===== config.mk =====
export PLATFORM = sky130hd
export DESIGN_NAME = clk_div_monitor
export DESIGN_NICKNAME = d
export VERILOG_FILES = /design/src/rtl/clk_div_monitor.sv
export SDC_FILE = /design/constraint.sdc
export NUM_CORES = 1
export LEC_CHECK = 0
export CORE_MARGIN = 10
export CORE_UTILIZATION = 54
export CTS_BUF_LIST = sky130_fd_sc_hd__clkbuf_8
export CTS_CLUSTER_SIZE = 40
export DETAILED_ROUTE_END_ITERATION = 8
export GPL_TIMING_DRIVEN = 0
export PLACE_DENSITY_LB_ADDON = 0.08
export RECOVER_POWER = 50
export SETUP_SLACK_MARGIN = 0.1
export SYNTH_ARGS = -nofsm -noshare
export SYNTH_HDL_FRONTEND = slang
export SYNTH_SLANG_ARGS = --single-unit

===== constraint.sdc =====
create_clock -name clk -period 2.6 [get_ports clk]
set_clock_uncertainty 0.2 [all_clocks]
set_input_delay 0.52 -clock clk [delete_from_list [all_inputs] [get_ports clk]]
set_output_delay 0.52 -clock clk [all_outputs]
set_load 0.01 [all_outputs]

===== src/rtl/clk_div_monitor.sv =====
// Period / high-time checker for a divided clock sampled in its source clock domain.
// Define CLKMON_DUTY_CHECK_EN to add high-time capture and the duty-cycle check.
module clk_div_monitor #(
  parameter int CNT_W      = 8,
  parameter int EXP_PERIOD = 3,
  parameter int EXP_HIGH   = 2,
  parameter int TOL        = 1,
  parameter int LOCK_N     = 4,
  parameter int TIMEOUT    = 16
) (
  input  logic             clk,
  input  logic             rst,
  input  logic             div_clk,
  input  logic             clr_err,
  output logic [CNT_W-1:0] period,
  output logic [CNT_W-1:0] high_cnt,
  output logic             meas_valid,
  output logic             locked,
  output logic             err_period,
  output logic             err_duty,
  output logic             err_stuck
);

  localparam int GOOD_W = $clog2(LOCK_N + 1);
  localparam logic [CNT_W-1:0]  CNT_MAX      = {CNT_W{1'b1}};
  localparam logic [CNT_W-1:0]  EXP_PERIOD_C = CNT_W'(EXP_PERIOD);
  localparam logic [CNT_W-1:0]  TIMEOUT_C    = CNT_W'(TIMEOUT);
  localparam logic [GOOD_W-1:0] LOCK_C       = GOOD_W'(LOCK_N);

  typedef enum logic [1:0] {IDLE, WAIT_FALL, WAIT_RISE} state_t;

  state_t            state_reg, state_next;
  logic              sync1_reg, sync2_reg, samp_d_reg;
  logic [1:0]        fill_reg;
  logic [CNT_W-1:0]  cnt_reg;
  logic [GOOD_W-1:0] good_cnt_reg;
  logic              primed, rise, fall, timeout;
  logic              meas_evt, period_ok, duty_ok, good;

  // Edges are only trusted once all three sample flops hold real samples;
  // otherwise a high div_clk at reset release would look like a rise.
  assign primed  = (fill_reg == 2'd3);
  assign rise    = primed & sync2_reg & ~samp_d_reg;
  assign fall    = primed & ~sync2_reg & samp_d_reg;
  assign timeout = (cnt_reg == TIMEOUT_C) & ~rise;

  always_ff @(posedge clk or negedge rst) begin
    if (!rst) begin
      sync1_reg  <= 1'b0;
      sync2_reg  <= 1'b0;
      samp_d_reg <= 1'b0;
      fill_reg   <= 2'd0;
    end else begin
      sync1_reg  <= div_clk;
      sync2_reg  <= sync1_reg;
      samp_d_reg <= sync2_reg;
      if (fill_reg != 2'd3)
        fill_reg <= fill_reg + 2'd1;
    end
  end

  always_ff @(posedge clk or negedge rst) begin
    if (!rst)
      cnt_reg <= '0;
    else if (rise)
      cnt_reg <= CNT_W'(1);
    else if (cnt_reg != CNT_MAX)
      cnt_reg <= cnt_reg + CNT_W'(1);
  end

  always_ff @(posedge clk or negedge rst) begin
    if (!rst)
      state_reg <= IDLE;
    else
      state_reg <= state_next;
  end

  always_comb begin
    state_next = state_reg;
    meas_evt   = 1'b0;
    if (timeout) begin
      state_next = IDLE;
    end else begin
      case (state_reg)
        IDLE:      if (rise) state_next = WAIT_FALL;
        WAIT_FALL: if (fall) state_next = WAIT_RISE;
        WAIT_RISE: if (rise) begin
          meas_evt   = 1'b1;
          state_next = WAIT_FALL;
        end
        default:   state_next = IDLE;
      endcase
    end
  end

  assign period_ok = (cnt_reg == EXP_PERIOD_C);

`ifdef CLKMON_DUTY_CHECK_EN
  localparam logic [CNT_W-1:0] EXP_HIGH_C = CNT_W'(EXP_HIGH);
  localparam logic [CNT_W-1:0] TOL_C      = CNT_W'(TOL);

  logic [CNT_W-1:0] high_reg;

  assign duty_ok = (high_reg >= EXP_HIGH_C) ? ((high_reg - EXP_HIGH_C) <= TOL_C)
                                            : ((EXP_HIGH_C - high_reg) <= TOL_C);

  always_ff @(posedge clk or negedge rst) begin
    if (!rst) begin
      high_reg <= '0;
      high_cnt <= '0;
      err_duty <= 1'b0;
    end else begin
      if (state_reg == WAIT_FALL && fall && !timeout)
        high_reg <= cnt_reg;
      if (meas_evt)
        high_cnt <= high_reg;
      err_duty <= (meas_evt & ~duty_ok) | (err_duty & ~clr_err);
    end
  end
`else
  assign duty_ok  = 1'b1;
  assign high_cnt = '0;
  assign err_duty = 1'b0;
`endif

  assign good   = period_ok & duty_ok;
  assign locked = (good_cnt_reg == LOCK_C);

  always_ff @(posedge clk or negedge rst) begin
    if (!rst) begin
      period       <= '0;
      meas_valid   <= 1'b0;
      good_cnt_reg <= '0;
      err_period   <= 1'b0;
      err_stuck    <= 1'b0;
    end else begin
      meas_valid <= meas_evt;
      if (meas_evt)
        period <= cnt_reg;
      if (timeout)
        good_cnt_reg <= '0;
      else if (meas_evt) begin
        if (!good)
          good_cnt_reg <= '0;
        else if (good_cnt_reg != LOCK_C)
          good_cnt_reg <= good_cnt_reg + GOOD_W'(1);
      end
      // A new error event in the same cycle as clr_err keeps the flag set.
      err_period <= (meas_evt & ~period_ok) | (err_period & ~clr_err);
      err_stuck  <= timeout | (err_stuck & ~clr_err);
    end
  end

endmodule


# After elaboration in Yosys (flattened, before gate mapping)
# Cells that the tools add are included.
[classes] bitwise_logic=15 n_addsub=3 n_eq_ne=12 reduce_logical=6 mux=13
[op_table] operator="$mux W8" n=2
[op_table] operator="$mux W3" n=4
[op_table] operator="$add A8 B1 Y8 const B" n=1
[op_table] operator="$and A1 B1 Y1" n=8
[op_table] operator="$eq A8 B2 Y1 const B" n=1
[op_table] operator="$eq A8 B5 Y1 const B" n=1
[op_table] operator="$ne A8 B8 Y1 const B" n=1
[op_table] operator="$mux W2" n=3
[op_table] operator="$ne A3 B3 Y1 const B" n=2
[op_table] operator="$not A1 Y1" n=5
[op_table] operator="$eq A2 B2 Y1 const B" n=2
[op_table] operator="$pmux W2 S2" n=1
[op_table] operator="$reduce_and A2 Y1" n=2
[op_table] operator="$reduce_bool A2 Y1" n=2
[op_table] operator="$add A3 B1 Y3 const B" n=1
[op_table] operator="$eq A3 B3 Y1 const B" n=1
[op_table] operator="$mux W1" n=3
[op_table] operator="$ne A3 B1 Y1 const B" n=1
[op_table] operator="$ne A3 B2 Y1 const B" n=1
[op_table] operator="$add A2 B1 Y2 const B" n=1
[op_table] operator="$eq A2 B1 Y1 const B" n=1
[op_table] operator="$logic_not A2 Y1" n=1
[op_table] operator="$ne A2 B2 Y1 const B" n=1
[op_table] operator="$or A1 B1 Y1" n=2
[op_table] operator="$reduce_or A2 Y1" n=1
[totals] regBits=29

# Longest topological paths before layout
# Gate-level depths: netlist of run 1.
[logic_depth] ltp_word=8 ltp_mapped=7

# Least setup slack after synthesis of run 1
# OpenSTA, ideal clock, no wires.
[synth_path] path_type="register -> register" startpoint="register cnt_reg[2]" endpoint="register good_cnt_reg[2]" path_buffers=0 slack_ns=0.580 t_arrival_ns=1.694 setup_ns=0.126 path_stages_with_launch=5 synth_period_minus_slack_ns=2.020 cell_sequence="dfrtp_1 or4_4 or4_4 a21oi_2 o21ai_1"
[synth_between] elab_chain_len=5
[synth_lines] item="start, declared" line_no="35" rtl="logic [CNT_W-1:0] cnt_reg;"
[synth_lines] item="start signal, assigned" line_no="68" rtl="cnt_reg <= cnt_reg + CNT_W'(1);"
[synth_lines] item="$eq A8 B5 Y1" line_no="45" rtl="assign timeout = (cnt_reg == TIMEOUT_C) & ~rise;"
[synth_lines] item="$and A1 B1 Y1" line_no="45"
[synth_lines] item="$mux W1" line_no="81" rtl="if (timeout) begin"
[synth_lines] item="$reduce_bool A2 Y1 (no source line)"
[synth_lines] item="$reduce_and A2 Y1 (no source line)"
[synth_lines] item="end signal, assigned" line_no="146" rtl="good_cnt_reg <= good_cnt_reg + GOOD_W'(1);"
[synth_lines] item="end, declared" line_no="36" rtl="logic [GOOD_W-1:0] good_cnt_reg;"
# Several ways; a longest one is shown, not always the timed one. The select of a mux whose other input is x is not followed.
# A chain may end at the register's enable or synchronous reset.

# Worst setup path after layout of run 1
[layout_path] startpoint="register good_cnt_reg[0]" endpoint="output locked"
[layout_between] elab_chain_len=1
[layout_lines] item="$eq A3 B3 Y1" line_no="127" rtl="assign locked = (good_cnt_reg == LOCK_C);"
[layout_lines] item="end, declared" line_no="18" rtl="output logic locked,"
# No other way between the ends.

==> impl_metrics.json, run 1 <==
{
  "outcome": "finished, violations left",
  "violations": "capacitance limit, slew limit",
  "io_buffers": 15,
  "synthTopCellsByArea": "dfrtp_1, nand2_1, buf_4",
  "grt_usage_pct": 11.3,
  "period_share_pct": 92.2,
  "p_per_area_nw_per_um2": 760,
  "critPathLaunchType": "register",
  "worstRegToRegCells": 7,
  "crit_family": "buffers and inverters",
  "worst_pin_slew_ns": 1.52,
  "yosysTopAreaCell": "dfrtp_1",
  "yosys_warnings": 0,
  "hold_violations": 0,
  "fmax_mhz": 417,
  "hold_start": "sync1_reg",
  "power_frac_comb_pct": 28.1,
  "path_max_fanout": 3,
  "antenna_found_initial": 0,
  "ys.flop_type": "dfrtp_1",
  "cp_data_arrival_time_ns": 1.68,
  "period_needed_ns": 2.40,
  "numCtsBuffers": 5,
  "leakage_uw": 0.000829,
  "syn_area_um2": 1410,
  "dr.pass1.iters": 4,
  "drt_iter0_drc": 66,
  "path_class": "register to output pin",
  "vdd_drop_max_mv": 0.453,
  "area_delta_synth_final_pct": 20.7,
  "required_ns": 1.88,
  "ys_seq_area_share_pct": 51.6,
  "drcViolationCount": 0,
  "coreArea_um2": 2480,
  "wl_um": 2880,
  "fill_cells": 203,
  "hold_path_depth": 0,
  "grt_max_degree": 30,
  "n_antenna_cell": 0,
  "grt_first_pass_wirelength_um": 4700,
  "die_w_um": 71.0,
  "hold_buffers": 0,
  "drv_cap": 1,
  "clock_latency_ns": 0.27,
  "vias": 1073,
  "pin_count": 25,
  "clockBufferDepth": 2,
  "synth-async-reset-ratio_pct": 100,
  "post_cts_buffers": 0,
  "rows": 18,
  "crit_path_end_kind": "output pin",
  "p_seq_share_pct": 46.2,
  "viasPerCell": 5.29,
  "synth_edf_count": 0,
  "rrSetupSlack_ns": 0.29,
  "power_uw": 1290,
  "relSlewSlack_pct": -1.67,
  "synth.avg_cell_area_um2": 9.90,
  "synthTopCellsByCount": "dfrtp_1, nand2_1, buf_4, nor2_1, inv_1",
  "h-tree-depth": 2,
  "hpwl_um": 2070,
  "synth_top_area_share_pct": 51.6,
  "synthCells": 142,
  "power.clock.fraction_pct": 25.7,
  "finalMaxSlewViolations": 30,
  "cts_sinks": 29,
  "setup_violations": 0,
  "path_cells": "inv_1 -> ha_1 -> nand2_1 -> inv_1 -> clkdlybuf4s50_1",
  "final_nets": 181,
  "critical_path.max_stage_delay_ns": 0.54,
  "switching_share_pct": 31.4,
  "tritoncts": "yes",
  "cts.clk_slew.worst_paths_ns": 0.06,
  "synth_cell_type_count": 38,
  "die-area_um2": 5040,
  "reg2reg_to": "good_cnt_reg[2]",
  "grt_pass1_vias": 1039,
  "crit_slowest_cell": "clkdlybuf4s50_1",
  "ys_seq_elements": 29,
  "wl_per_cell_um": 14.2,
  "p_int_uw": 885,
  "p_sw_uw": 405,
  "cpMostUsedCell": "inv_1",
  "rsz0062_at_grt": "false",
  "hp-class": "register to register",
  "hold_path_end": "sync2_reg",
  "final_antenna_net_count": 0,
  "drive_gt1_share_pct": 12.7,
  "timing.setup.tns_ns": 0,
  "cts-root-buf": "clkbuf_8",
  "grt_overflow": 0,
  "critPathBufInv": 3,
  "die_h_um": 71.0,
  "cts.repair.resized": 0,
  "start_util_pct": 56.7,
  "place.gp.congestion": 0.854,
  "r2r-start": "fill_reg[0]"
}
## power groups by stage
stage | Combinational, uW | Sequential [uW] | Clock [uW]
CTS | 364 | 595 | 338
floorplan | 213 | 608 | 0
finish | 362 | 596 | 332
global route | 403 | 606 | 366
global placement | 354 | 597 | 0
detailed placement | 364 | 602 | 0
## through the flow
step | area [um2] | worst slack [ns] | hold slack [ns] | instances | util (%)
global placement | 1620 | 0.395 | 0.133 | 195 | 65.5
detailed placement | 1620 | 0.337 | 0.135 | 195 | 65.5
global route | 1700 | 0.103 | 0.155 | 203 | 68.5
floorplan | 1440 | 0.580 | 0.0244 | 150 | -
CTS | 1700 | 0.191 | 0.151 | 203 | 68.7
finish | 1700 | 0.203 | 0.147 | 203 | 68.5
## area by class of cell
type / count / area (um2) / area share, %
buffer: 13 / 83.8 / 4.94
inverter: 8 / 30.0 / 1.77
tap: 30 / 37.5 / 2.21
multi-input combinational: 100 / 596 / 35.1
clock buffer: 5 / 68.8 / 4.06
sequential: 29 / 726 / 42.8
timing repair buffer: 15 / 144 / 8.48
clock inverter: 3 / 11.3 / 0.664
## how the worst max path moves through the flow
stage | from | to | slack [ns] | depth (start not counted)
after global placement | rst | fill_reg[0] | 0.39 | 1
after CTS | good_cnt_reg[0] | locked | 0.19 | 5
after global routing | good_cnt_reg[0] | locked | 0.10 | 5
final | good_cnt_reg[0] | locked | 0.20 | 5
after detailed placement | fill_reg[0] | good_cnt_reg[2] | 0.34 | 7
after floorplan | cnt_reg[2] | good_cnt_reg[2] | 0.58 | 4
## cell families (layout without fill, tap and decap cells)
family                     after synthesis  in the layout  synth area share [%]
buffers and inverters                   21             44                  8.10
muxes                                    2              2                  1.51
AOI/OAI and AO/OA                       20             20                  8.99
adders and majority gates                5              5                  4.45
DFF                                     29             29                  51.6
other                                    1              9                 0.267
and+or+nand+nor                         60             60                  22.5
xor gates and xnor gates                 4              4                  2.49
## cells in the final DEF (no fill, tap or decap), drive strengths merged, types with 5 or more instances in the layout
cell	n
clkdlybuf4s50	13
clkbuf	9
conb	9
buf	10
inv	10
ha	5
dfrtp	29
nor2	9
nand2	29
o21ai	7
## routing by layer
| layer | vias to the layer above | GRT usage [%] | part of all wire (%) |
|---|---|---|---|
| met4 | 0 | 5.16 | 1.4 |
| met2 | 34 | 18.5 | 49 |
| met1 | 512 | 12.6 | 43 |
| met5 | - | 0 | 0 |
| met3 | 5 | 4.74 | 6.3 |
| li1 | 522 | - | - |
Note: power is estimated with default switching activity, not from simulation.
==> run 2, diff against run 1 <==
- CORE_MARGIN: 10 -> unset
==> run 2 against run 1 <==
Against the previous run:
- non-clock buffer count is the same
- global-route usage rose by 9.8 points
- largest power group unchanged
- sequential power about the same
- combinational power is 1% lower
- core utilization increased by 0.10 points
- flip-flop and latch count unchanged
- final area rose by 0.15%
- hold slack is essentially flat
- the run now ends clean
- register-to-register slack gained 0.06 ns
- die area down 44%
- power is 0.88% lower
==> impl_metrics.json, run 2 (synthesis results as in run 1) <==
{
  "outcome": "complete, no violations",
  "post_cts_buffers": 0,
  "clockBufferDepth": 2,
  "cts_sinks": 29,
  "vias": 1053,
  "p_per_area_nw_per_um2": 753,
  "wl_um": 2400,
  "pin_count": 25,
  "place.gp.congestion": 0.824,
  "hpwl_um": 1750,
  "worst_pin_slew_ns": 1.47,
  "r2r-start": "fill_reg[0]",
  "drcViolationCount": 0,
  "timing.setup.tns_ns": 0,
  "relSlewSlack_pct": 1.88,
  "coreArea_um2": 2480,
  "grt_pass1_vias": 943,
  "start_util_pct": 56.7,
  "wl_per_cell_um": 11.8,
  "final_nets": 181,
  "startpoint": "fill_reg[0]",
  "clock_latency_ns": 0.27,
  "antenna_found_initial": 0,
  "finalMaxSlewViolations": 0,
  "dp_slack_ns": 0.348,
  "worst_slack_ns": 0.348,
  "setup_violations": 0,
  "final_antenna_net_count": 0,
  "h-tree-depth": 2,
  "cp_data_arrival_time_ns": 2.21,
  "leakage_uw": 0.000848,
  "rsz0062_at_grt": "false",
  "hold_path_depth": 0,
  "area_delta_synth_final_pct": 20.9,
  "path_max_fanout": 10,
  "vdd_drop_max_mv": 0.491,
  "rows": 18,
  "hold_violations": 0,
  "fmax_mhz": 444,
  "hp-class": "register to register",
  "period_share_pct": 86.6,
  "drt_iter0_drc": 11,
  "grt_overflow": 0,
  "grt_first_pass_wirelength_um": 4110,
  "tritoncts": "yes",
  "grt_usage_pct": 21.2,
  "cts.clk_slew.worst_paths_ns": 0.06,
  "multiInputGateArea_um2": 596,
  "io_buffers": 15,
  "die_w_um": 53.0,
  "critPathLaunchType": "register",
  "die_h_um": 53.0,
  "drv_cap": 0,
  "viasPerCell": 5.19,
  "final_cell_mix": "nand2_1, dfrtp_1, clkdlybuf4s50_1",
  "die-area_um2": 2810,
  "worstRegToRegCells": 7,
  "n_antenna_cell": 0,
  "final_area_um2": 1700,
  "reg2reg_to": "good_cnt_reg[2]",
  "hold_path_end": "sync2_reg",
  "numCtsBuffers": 5,
  "dr.pass1.iters": 4,
  "path_class": "register to register",
  "fill_cells": 211,
  "regArea_um2": 726,
  "power_uw": 1280,
  "period_needed_ns": 2.25,
  "utilization_pct": 68.6,
  "hold_start": "sync1_reg",
  "required_ns": 2.56,
  "drive_gt1_share_pct": 12.7,
  "place_area_um2": 1620,
  "crit_path_end_kind": "register",
  "grt_max_degree": 30,
  "rrSetupSlack_ns": 0.35,
  "cts-root-buf": "clkbuf_8"
}
## run 2: cell types whose count changed in the layout (fill, tap and decap cells not counted), sizes merged
cell	change
clkdlybuf4s50	-1
dlymetal6s2s	+1
## run 2: what timing repair did
item,4_1_cts,5_1_grt
endpoints found under the setup margin,0,1
gates resized for setup,0,1
hold buffers,0,0
## run 2: per-stage QoR
stage	hold slack (ns)	std cells
floorplan	0.0244	150
global placement	0.133	195
detailed placement	0.137	195
CTS	0.148	203
global route	0.164	203
finish	0.147	203
## run 2: metal layers
metal | global-route usage, % | vias to the layer above | routed length, um
li1 | - | 524 | -
met1 | 26.8 | 499 | 1100
met2 | 32.9 | 25 | 1150
met3 | 5.17 | 5 | 106
met4 | 11.8 | 0 | 39
met5 | 0 | - | 0
## run 2: power by group
group / internal, uW / switching, uW
Combinational: 174 / 184
Clock: 177 / 150
Sequential: 535 / 59.7
Total: 886 / 393
## run 2: how the worst max path moves through the flow
stage          cells after the start  slack (ns)              end
2_1_floorplan                      4        0.58  good_cnt_reg[2]
3_3_place_gp                       1        0.40      fill_reg[0]
3_5_place_dp                       7        0.35  good_cnt_reg[2]
4_1_cts                            5        0.21           locked
5_1_grt                            7        0.11  good_cnt_reg[2]
6_report                           7        0.35  good_cnt_reg[2]
## run 2: layout make-up
cell class              instances  share of cell area (%)
clock buffers                   5                    4.05
plain buffers                  13                    4.93
flip-flops and latches         29                    42.7
well taps                      30                    2.21
repair buffers                 15                    8.62
inverters                       8                    1.77
clock inverters                 3                   0.663
multi-input cells             100                    35.1
## run 2: worst max-delay path, cell delays in order, from the launching register on
cell	delay (ns)
dfrtp_1	0.40
ha_1	0.28
and3b_1	0.20
buf_2	0.18
nand2_1	0.16
clkinv_1	0.27
o311ai_1	0.34
o21ai_1	0.09
